--- src/rtl/scroll_pacer.sv ---
// scroll_pacer: paces the banner scroller on the six-digit 7-segment display.
//   A debounced, active-low run button starts/pauses scrolling. While running,
//   a divider emits a one-cycle `step` every (BASE_DIV >> speed) cycles and
//   advances the banner position `pos`. Continuous mode loops forever; single
//   mode stops in IDLE after one full rotation.
// Ports:
//   clock      system clock (rising edge)
//   reset      synchronous, active-high
//   run_btn    raw pushbutton, active-low, asynchronous
//   speed[1:0] rate select: period = BASE_DIV >> speed
//   mode       0 = continuous, 1 = single pass
//   step       one-cycle shift enable to the scroller
//   pos[3:0]   current banner position, 0..NUM_POS-1
//   running    high while in RUN
//   pass_done  one-cycle pulse coincident with the step that wraps pos
module scroll_pacer #(
  parameter int BASE_DIV     = 12_500_000,
  parameter int NUM_POS      = 14,
  parameter int DEBOUNCE_CYC = 500_000
) (
  input  logic       clock,
  input  logic       reset,
  input  logic       run_btn,
  input  logic [1:0] speed,
  input  logic       mode,
  output logic       step,
  output logic [3:0] pos,
  output logic       running,
  output logic       pass_done
);

  localparam int DIV_W = ($clog2(BASE_DIV + 1) > 24) ? $clog2(BASE_DIV + 1) : 24;
  localparam int DB_W  = ($clog2(DEBOUNCE_CYC + 1) > 1) ? $clog2(DEBOUNCE_CYC + 1) : 1;

  localparam logic [DIV_W-1:0] BASE     = DIV_W'(BASE_DIV);
  localparam logic [DB_W-1:0]  DB_LAST  = DB_W'(DEBOUNCE_CYC - 1);
  localparam logic [3:0]       POS_LAST = 4'(NUM_POS - 1);

  localparam logic [1:0] S_IDLE  = 2'd0;
  localparam logic [1:0] S_RUN   = 2'd1;
  localparam logic [1:0] S_PAUSE = 2'd2;

  // ---------------- button path ----------------
  logic            sync1_q, sync1_d;
  logic            sync2_q, sync2_d;
  logic            deb_q, deb_d;
  logic            deb_prev_q, deb_prev_d;
  logic [DB_W-1:0] db_cnt_q, db_cnt_d;
  logic            press_q, press_d;

  always_comb begin
    sync1_d    = run_btn;
    sync2_d    = sync1_q;
    deb_d      = deb_q;
    db_cnt_d   = '0;
    // Count consecutive cycles the synced level disagrees with the accepted
    // level; any agreeing cycle drops the count back to zero.
    if (sync2_q != deb_q) begin
      if (db_cnt_q == DB_LAST) deb_d    = sync2_q;
      else                     db_cnt_d = db_cnt_q + 1'b1;
    end
    deb_prev_d = deb_q;
    // Registered falling-edge detect: press is one cycle, release is ignored.
    press_d    = deb_prev_q & ~deb_q;
  end

  // ---------------- control path ----------------
  logic [1:0]       state_q, state_d;
  logic [DIV_W-1:0] div_q, div_d;
  logic [DIV_W-1:0] per_q, per_d;
  logic [3:0]       pos_q, pos_d;
  logic             step_q, step_d;
  logic             pass_done_q, pass_done_d;
  logic             running_q, running_d;
  logic [DIV_W-1:0] per_new;
  logic             at_end;
  logic             wrap;

  always_comb begin
    state_d     = state_q;
    div_d       = div_q;
    per_d       = per_q;
    pos_d       = pos_q;
    step_d      = 1'b0;
    pass_done_d = 1'b0;
    per_new     = BASE >> speed;
    at_end      = (div_q == per_q - DIV_W'(1));
    wrap        = (pos_q == POS_LAST);
    case (state_q)
      S_IDLE: begin
        if (press_q) begin
          state_d = S_RUN;
          pos_d   = '0;
          div_d   = '0;
          per_d   = per_new;
        end
      end
      S_RUN: begin
        if (at_end) begin
          // The step always goes out; a coincident press only pauses after
          // it, and a final single-pass wrap swallows the press.
          step_d      = 1'b1;
          pass_done_d = wrap;
          pos_d       = wrap ? 4'd0 : pos_q + 4'd1;
          div_d       = '0;
          per_d       = per_new;
          if (wrap && mode) state_d = S_IDLE;
          else if (press_q) state_d = S_PAUSE;
        end else if (press_q) begin
          // Divider holds so the resumed period is only the remainder.
          state_d = S_PAUSE;
        end else begin
          div_d = div_q + DIV_W'(1);
        end
      end
      S_PAUSE: begin
        if (press_q) state_d = S_RUN;
      end
      default: state_d = S_IDLE;
    endcase
    running_d = (state_d == S_RUN);
  end

  always_ff @(posedge clock) begin
    if (reset) begin
      sync1_q     <= 1'b1;
      sync2_q     <= 1'b1;
      deb_q       <= 1'b1;
      deb_prev_q  <= 1'b1;
      db_cnt_q    <= '0;
      press_q     <= 1'b0;
      state_q     <= S_IDLE;
      div_q       <= '0;
      per_q       <= BASE;
      pos_q       <= '0;
      step_q      <= 1'b0;
      pass_done_q <= 1'b0;
      running_q   <= 1'b0;
    end else begin
      sync1_q     <= sync1_d;
      sync2_q     <= sync2_d;
      deb_q       <= deb_d;
      deb_prev_q  <= deb_prev_d;
      db_cnt_q    <= db_cnt_d;
      press_q     <= press_d;
      state_q     <= state_d;
      div_q       <= div_d;
      per_q       <= per_d;
      pos_q       <= pos_d;
      step_q      <= step_d;
      pass_done_q <= pass_done_d;
      running_q   <= running_d;
    end
  end

  assign step      = step_q;
  assign pos       = pos_q;
  assign running   = running_q;
  assign pass_done = pass_done_q;

endmodule
--- config.mk ---
export PLATFORM = sky130hd
export DESIGN_NAME = scroll_pacer
export DESIGN_NICKNAME = d
export VERILOG_FILES = /design/src/rtl/scroll_pacer.sv
export SDC_FILE = /design/constraint.sdc
export NUM_CORES = 1
export LEC_CHECK = 0
export CAP_MARGIN = 10
export CORE_UTILIZATION = 49
export DETAILED_ROUTE_END_ITERATION = 12
export HOLD_SLACK_MARGIN = 0.12
export PLACE_DENSITY = 0.66
export SETUP_SLACK_MARGIN = 0.3
export SLEW_MARGIN = 20
export SYNTH_ARGS = -nofsm -noshare
export SYNTH_HDL_FRONTEND = slang
export SYNTH_SLANG_ARGS = --single-unit
--- constraint.sdc ---
create_clock -name clock -period 2.95 [get_ports clock]
set_clock_uncertainty 0.2 [all_clocks]
set_input_delay 0.885 -clock clock [delete_from_list [all_inputs] [get_ports clock]]
set_output_delay 0.885 -clock clock [all_outputs]
set_load 0.005 [all_outputs]
==> results of run 1 <==
cell type report:
type / count / area share (%)
Multi-Input combinational cell: 303 / 50.53
Sequential cell: 68 / 34.94
Timing Repair Buffer: 24 / 5.568
Clock buffer: 9 / 3.168
Tap cell: 77 / 2.464
Clock inverter: 6 / 2.272
Inverter: 11 / 1.056
cells in the mapped netlist (all sizes together), types with 6 or more instances:
cell type   n  area share [%]
nand3      23             3.4
dfxtp      68              41
o21a        6             1.3
and3        6             1.1
nor2b       6             1.1
xor2       20             5.2
a21oi      18             2.7
xnor2      21             5.5
nor2       59             6.6
nor3       16             2.5
nand4      14             2.6
o31ai       6             1.3
nand2      26             2.9
o21ai      11             1.6
clkbuf     12             1.4
or3         7             1.3
or2        10             1.9
buf         7             1.2
inv        10             1.1
path summary, 6_finish.rpt:
| check | endpoint | cells past startpoint | start | slack (ns) |
|---|---|---|---|---|
| setup / recovery | div_q[22] | 9 | per_q[7] | 0.29 |
| hold / removal | sync2_q | 1 | sync1_q | 0.20 |
| setup reg to reg | div_q[22] | 9 | per_q[7] | 0.29 |
| hold reg to reg | sync2_q | 1 | sync1_q | 0.20 |
through the flow:
stage                     power (W)  hold slack, ns  cell area [sq um]  setup WS, ns  util [%]
after floorplan           0.0009576          0.1895               3346        0.3059         -
after global placement    0.0009706          0.1923               3532        0.2019     54.69
after detailed placement  0.0009708          0.2011               3532       0.03702     54.69
after CTS                  0.001809          0.2084               3834        0.3038     59.36
after global routing       0.001856          0.2178               3910        0.1628     60.54
final                      0.001788          0.2050               3910        0.2934     60.54
what timing repair did:
item / CTS / global route
endpoints found under the hold margin: 0 / 0
buffers inserted: 4 / 1
cloned: 0 / 1
setup endpoints to repair: 37 / 43
gates resized for setup: 11 / 22
pin swaps: 6 / 15
cell usage in the layout (no fill, tap or decap), types with 5 or more instances in the layout:
master	instances
dfxtp_1	64
nor2_1	59
nand2_1	26
nand3_1	23
xnor2_1	21
xor2_1	19
nor3_1	15
nand4_1	14
a21oi_1	14
clkdlybuf4s50_1	12
o21ai_0	10
buf_4	10
clkbuf_8	9
inv_1	8
or2_2	8
and3_1	6
o21a_1	6
nor2b_1	6
o31ai_1	6
mux2i_1	5
layer usage:
layer / vias up / track usage (%) / part of all wire, %
li1: 1432 / - / -
met1: 1359 / 28.12 / 46
met2: 51 / 36.51 / 48
met3: 9 / 6.686 / 4.1
met4: 0 / 8.320 / 1.7
met5: - / 0 / 0
kinds of logic (layout without fill, tap and decap cells):
kind of cell             Yosys count  after routing  share of synthesized area (%)
adder cells (fa/ha/maj)            5              5                          1.870
AO/OA/AOI/OAI                     60             60                          11.67
XOR/XNOR                          41             41                          10.73
multiplexers                       5              5                          1.496
AND/OR/NAND/NOR                  192            192                          29.73
buffers and inverters             30             50                          3.814
flip-flops                        68             68                          40.69
state kept, by name, indices dropped and copies added, names as in the netlist:
register,cells
pass_done,1
step,1
db_cnt_q,19
sync1_q,1
pos,4
state_q,2
per_q,11
deb_prev_d,1
running,1
div_q,24
sync2_q,1
deb_prev_q,1
press_q,1
critical path, cell delays in order (launching register included):
cell       delay [ns]
dfxtp_2          0.33
inv_2            0.05
ha_4             0.27
xor2_2           0.16
nand4_1          0.12
nor4b_2          0.31
o2111ai_2        0.19
o211a_4          0.32
or4_4            0.49
a21oi_2          0.14
power breakdown:
part / switching [W] / total [W] / internal, W / leakage [nW]
registers: 0.000000914 / 0.000920 / 0.000919 / 0.550
clock network: 0.000366 / 0.000838 / 0.000472 / 0.102
logic: 0.0000196 / 0.0000305 / 0.0000109 / 0.637
==> results.txt, run 1 <==
The run finished with clean final reports. The number of design rule violations left after detail routing came out at 0. In the final layout, the multi-input gates occupy 0.001976 sq mm.

The count of warnings emitted by yosys is 0. The synthesized net count is 412. The effective utilization at floorplan came out at 51.80%. The area growth from synthesis to layout came out at 16.87%. The total of fill cells in the finished design came out at 593. Dividing the final minimum period by the clock period gives 90.05%. In the final routed layout, each cell accounts on average for 14.87 microns. Setup repair after global routing could not meet its margin everywhere. The die covers 0.007162 sq mm.

The x dimension of the die came out at 84.63 microns. The slew of the pin with the lowest slew margin is 0.6454 ns. The via count normalized by instance count is 5.725. The deepest clock path buffer count is 2.

The final layout contains routed wiring with a total length of 7406 microns. The worst max-slew margin expressed relative to the limit came out at 56.97%. The via count of the first global-routing pass is 2718. The post-placement cell count is 477. The number of distinct library cell variants in the gate-level netlist after synthesis is 49. The hold buffer count at cts came out at 0. The clock network latency to the later pin of the worst-skew pair is 0.34 ns. After technology mapping, the gate count stands at 401. The finished layout holds 498 standard cells, fillers aside.

The final count of negative-setup-slack endpoints came out at 0. The H-tree depth reported by CTS is 3. The post-CTS clock slew at the launch and capture registers of the worst setup and hold paths is 0.08 ns. The signal arrival time at the worst endpoint came out at 2.74 ns. The final-report max-slew violation count came out at 0. The total half-perimeter wirelength after legalization and detailed placement came out at 5167 microns. The overall via count from detail_route came out at 2851. The number of buffers created by CTS came out at 9. The sequential cell area fraction in the yosys report is 40.69%. The height of the chip came out at 84.63 microns. The analysis attributes to cell leakage a power of 1.289 nW. The final weighted congestion in routability-driven placement is 0.8700. The first-pass GRT wire length is 12580 microns. The flip-flop and latch count after synthesis is 68. The fmax is 376.4 MHz.

The sequential cell area is 0.001366 sq mm. TritonCTS built the clock tree. The mean post-synth cell area came out at 8.343 sq um. In the synthesized netlist the dominant register cell turns out to be dfxtp_1. The number of iterations in the first detailed-routing pass is 4.

The worst setup path category is flop to flop. Counting flops with an async set or reset pin after synthesis yields a share of 0%. The antenna diode instance count is 0. Global routing used 22.43% of the available tracks across all layers. Of the cells placed in the final design, the portion with a size suffix greater than 1 is 15.68%. The CTS sink count came out at 68.

The maximum vdd drop is 0.3049 mV. The detailed router's first-iteration violation count came out at 167. The worst setup path is captured at a flop. The smallest clock period supported by the final layout is computed as 2.657 ns.

The clock root buffer is clkbuf_8. The total number of placement rows is 29. The worst hold path belongs to the class flop to flop. The worst setup path is launched from a flop. The number of antenna violations at the first check in global routing was 0. The remaining global-route overflow came out at 0. Buffers placed on the I/O ports in this run total 12. The standard cell core area is 0.006459 sq mm.

Entering global routing, the biggest net connects 23 pins. The max-cap check violation count is 0. The total negative slack for setup checks is 0 ns.

The power density over the cells came out at 457.4 mW/mm^2. The summed instance area of the synthesized netlist is 0.003346 sq mm. Once detail routing completed, the nets flagged for antenna violations numbered 0. The required time of the critical path came out at 3.03 ns.

The number of synthesized flops with an enable pin is 0. The count of endpoints failing hold in the final timing report is 0. The worst-path maximum fanout came out at 7. The net count reported at finish is 428. The number of I/O pins is 13.
(Power assumes the default switching activity.)
==> run 2: changes to the inputs <==
--- a/config.mk
+++ b/config.mk
@@ -5,6 +5,7 @@
 export SDC_FILE = /design/constraint.sdc
 export NUM_CORES = 1
 export LEC_CHECK = 0
+export ABC_AREA = 1
 export CAP_MARGIN = 10
 export CORE_UTILIZATION = 49
 export DETAILED_ROUTE_END_ITERATION = 12
==> results.txt, run 2 <==
The number of iterations in the first detailed-routing pass is 5. The effective utilization at floorplan is 50.55%. Summed over all nets, the half-perimeter wirelength after detailed placement is 6863 microns. The register ranked first by flip-flop count is div_q. Setup violations remaining at the end of the flow were counted as 0. The final-report max-slew violation count came out at 0. The signal arrival time at the worst endpoint is 2.55 ns. The part of the power in registers came out at 55.8%. The root buffer cell chosen for the clock tree is clkbuf_8. The worst max-slew margin expressed relative to the limit came out at 53.94%. Data on the critical path is required at its endpoint by 2.99 ns. The most used flip-flop cell after synthesis is dfxtp_1.

The flow ran to the end, and the final reports show no timing, DRC or antenna violations. The worst hold path begins at sync1_q. The cell with the most instances after synthesis is nand2_1.

The leakage power of the design came out at 1.882 nW. Setup repair after global routing left no endpoint under its margin. The final weighted congestion in routability-driven placement is 0.8827. The startpoint of the worst-slack reg-to-reg timing path is per_q[7]. The post-route minimum period came out at 2.511 ns. For this design the ratio of total power to cell area is 377.9 mW/mm^2. Yosys printed 0 warnings.

The deepest clock path buffer count came out at 2. The count of endpoints failing hold in the final timing report came out at 0. The summed instance area of the synthesized netlist is 0.003906 sq mm.

The total length of routed wires is 10090 microns. The net load switching power came out at 0.0004064 W. By count the netlist is led by 178 x nand2_1, 82 x nor2_1, 80 x inv_1. The area growth from synthesis to layout is 11.53%. The net count reported at finish came out at 648. The number of distinct library cell variants in the gate-level netlist after synthesis came out at 37.

The synthesized instance count is 616. For this run, asynchronously set or reset flops after synthesis account for 0%. The part of the power in the clock network came out at 42.2%. The number of antenna violations at the first check in global routing is 0. The fmax is 398.2 MHz. The CTS sink count is 68.

The maximum vdd drop came out at 0.2126 mV. The total global routing track utilization is 23.71%. The via count normalized by instance count came out at 5.210. Measured in cells, the most critical reg-to-reg path has a length of 15.

The count of nets left with antenna violations once routing finished came out at 0. The fraction of synthesized cell area taken by the top area cell type came out at 34.85%. The number of buffers created by CTS is 9.

The post-CTS clock slew at the launch and capture registers of the worst setup and hold paths came out at 0.07 ns. For the worst-skew pair, the clock arrives at the later sink with an insertion delay of 0.35 ns. For this block, the via count after detailed routing is 3876.

In this run the standard cell core region covers 0.007727 sq mm. The worst hold path belongs to the class flop to flop. The post-route netlist has 9.190% of its cells at a drive strength greater than 1.

The largest registers in the layout are div_q (24), db_cnt_q (19), per_q (11). The via count of the first global-routing pass came out at 3474. The total negative slack for setup checks came out at 0 ns. The die is 91.29 microns wide. The TritonCTS clock tree is yes. The capturing element type of the critical path is a flop. The number of flip-flops under the largest register name is 24. The critical path starts at per_q[7]. The critical path in this run is classified as flop to flop. The height of the chip is 91.29 microns.

After detailed routing, the number of remaining DRC violations is 0. The area enclosed by the die boundary is 0.008333 sq mm. The number of synthesized flops with an enable pin came out at 0. In this run the worst path has a maximum fanout of 9. The max-cap check violation count is 0. The sequential cell area fraction in the yosys report came out at 34.85%. In this run switching power makes up 24.68% of total power.

Synthesis inferred 68 register bits. Following the worst setup path forward leads to its endpoint at per_q[20]. The post-route cell area is 0.004357 sq mm. The post-route clock period utilization came out at 85.12%. The first-pass GRT wire length is 15820 microns. In this run the critical register-to-register path is captured at per_q[20]. Entering global routing, the biggest net connects 47 pins. CTS built an H-tree with a depth of 3. The detailed router's first-iteration violation count is 279. The total number of placement rows came out at 32. The number of I/O pins is 13. Leaving out fill and tap cells, the most frequent cells in the layout are 178 x nand2_1, 82 x nor2_1, 79 x inv_1. At the pin with the least slew margin, the transition time is 0.6892 ns. The number of buffers added on ports is 12.

The internal power is 0.001240 W. The leading area contributor after synthesis is dfxtp_1. The cell area after placement came out at 0.004079 sq mm. The synthesized net count came out at 627. The wire length per cell after detailed routing is 13.56 microns. The combinational group share of total power is 2.0%.

The worst setup path is launched from a flop. The mean post-synth cell area is 6.341 sq um. The antenna diode instance count came out at 0. Ranked by total cell area, the synthesized netlist is headed by dfxtp_1 35%, nand2_1 17%, nor2_1 7.9%.

For flop-to-flop paths, the worst setup slack is 0.44 ns. The hold buffer count at cts is 0. Leaving out fill and tap cells, the most frequent cell in the layout is nand2_1.

The total overflow left after global routing is 0.
## run 2: changes by cell type after synthesis, sizes merged, moves of 7 or more
| cell | before | now |
|---|---|---|
| inv | 10 | 89 |
| nand3 | 23 | 49 |
| a21oi | 18 | 28 |
| xor2 | 20 | 7 |
| o21ai | 11 | 34 |
| or3 | 7 | 0 |
| nor2 | 59 | 90 |
| nand2 | 26 | 181 |
| xnor2 | 21 | 4 |
## run 2: layer usage
metal	vias up	track usage, %	part of all wire, %
li1	2001	-	-
met1	1739	31.97	48
met2	122	38.26	45
met3	14	4.271	5.8
met4	0	7.672	1.3
met5	-	0	0
## run 2: worst min-delay path by stage
stage | to | slack (ns) | cells past startpoint
CTS | sync2_q | 0.21 | 1
detailed placement | sync2_q | 0.19 | 1
finish | sync2_q | 0.21 | 1
global placement | sync2_q | 0.19 | 1
global route | sync2_q | 0.25 | 1
floorplan | sync2_q | 0.19 | 1
## run 2: timing repair
action	4_1_cts	5_1_grt
endpoints found under the setup margin	0	31
buffers inserted	0	2
resized for setup	0	7
endpoints found under the hold margin	0	0
## run 2: kinds of logic (layout without fill, tap and decap cells)
kind of cell    Yosys count  in the layout  share of synthesized area (%)
buf+inv                 103            123                          11.24
flops                    68             68                          34.85
simple gates            359            365                          40.26
compound gates           70             70                          9.577
xor+xnor                 11             11                          2.466
fa+ha+maj                 5              5                          1.602
## run 2: critical path: stages (launching register included)
cell and delay [ns]:
dfxtp_2 0.38, inv_2 0.10, ha_2 0.34, inv_1 0.04, nand2_1 0.07, nand2_1 0.07, nor2_1 0.09, nand2_1 0.07
nor2_2 0.10, nand2_1 0.10, nor2_4 0.17, nand3_4 0.20, nand2_8 0.17, nand3_1 0.14, o21ai_1 0.11, nand2_1 0.06
## run 2: layout make-up
class                      instances  area, sq um
sequential                        68         1363
inverter                          89        334.1
timing repair buffer              18        165.2
clock inverter                     5        37.54
clock buffer                      11        131.4
multi-input combinational        451         2198
fill                             782         3371
tap                              102        127.6
## run 2: power by group through the flow
stage	combinational (W)	clock, W	sequential [W]
floorplan	0.0000171	0	0.000941
global placement	0.0000323	0	0.000941
detailed placement	0.0000321	0	0.000941
CTS	0.0000321	0.000699	0.000919
global route	0.0000360	0.000757	0.000920
finish	0.0000330	0.000694	0.000919
## run 2: metrics by stage
step | std cells | setup slack, ns | hold WS [ns] | power, W | util, %
floorplan | 616 | 0.8103 | 0.1895 | 0.0009580 | -
global placement | 720 | 0.3488 | 0.1939 | 0.0009732 | 52.79
detailed placement | 720 | 0.3307 | 0.1946 | 0.0009731 | 52.79
CTS | 736 | 0.3047 | 0.2123 | 0.001650 | 54.97
global route | 744 | 0.2988 | 0.2490 | 0.001712 | 56.38
finish | 744 | 0.4389 | 0.2108 | 0.001646 | 56.38
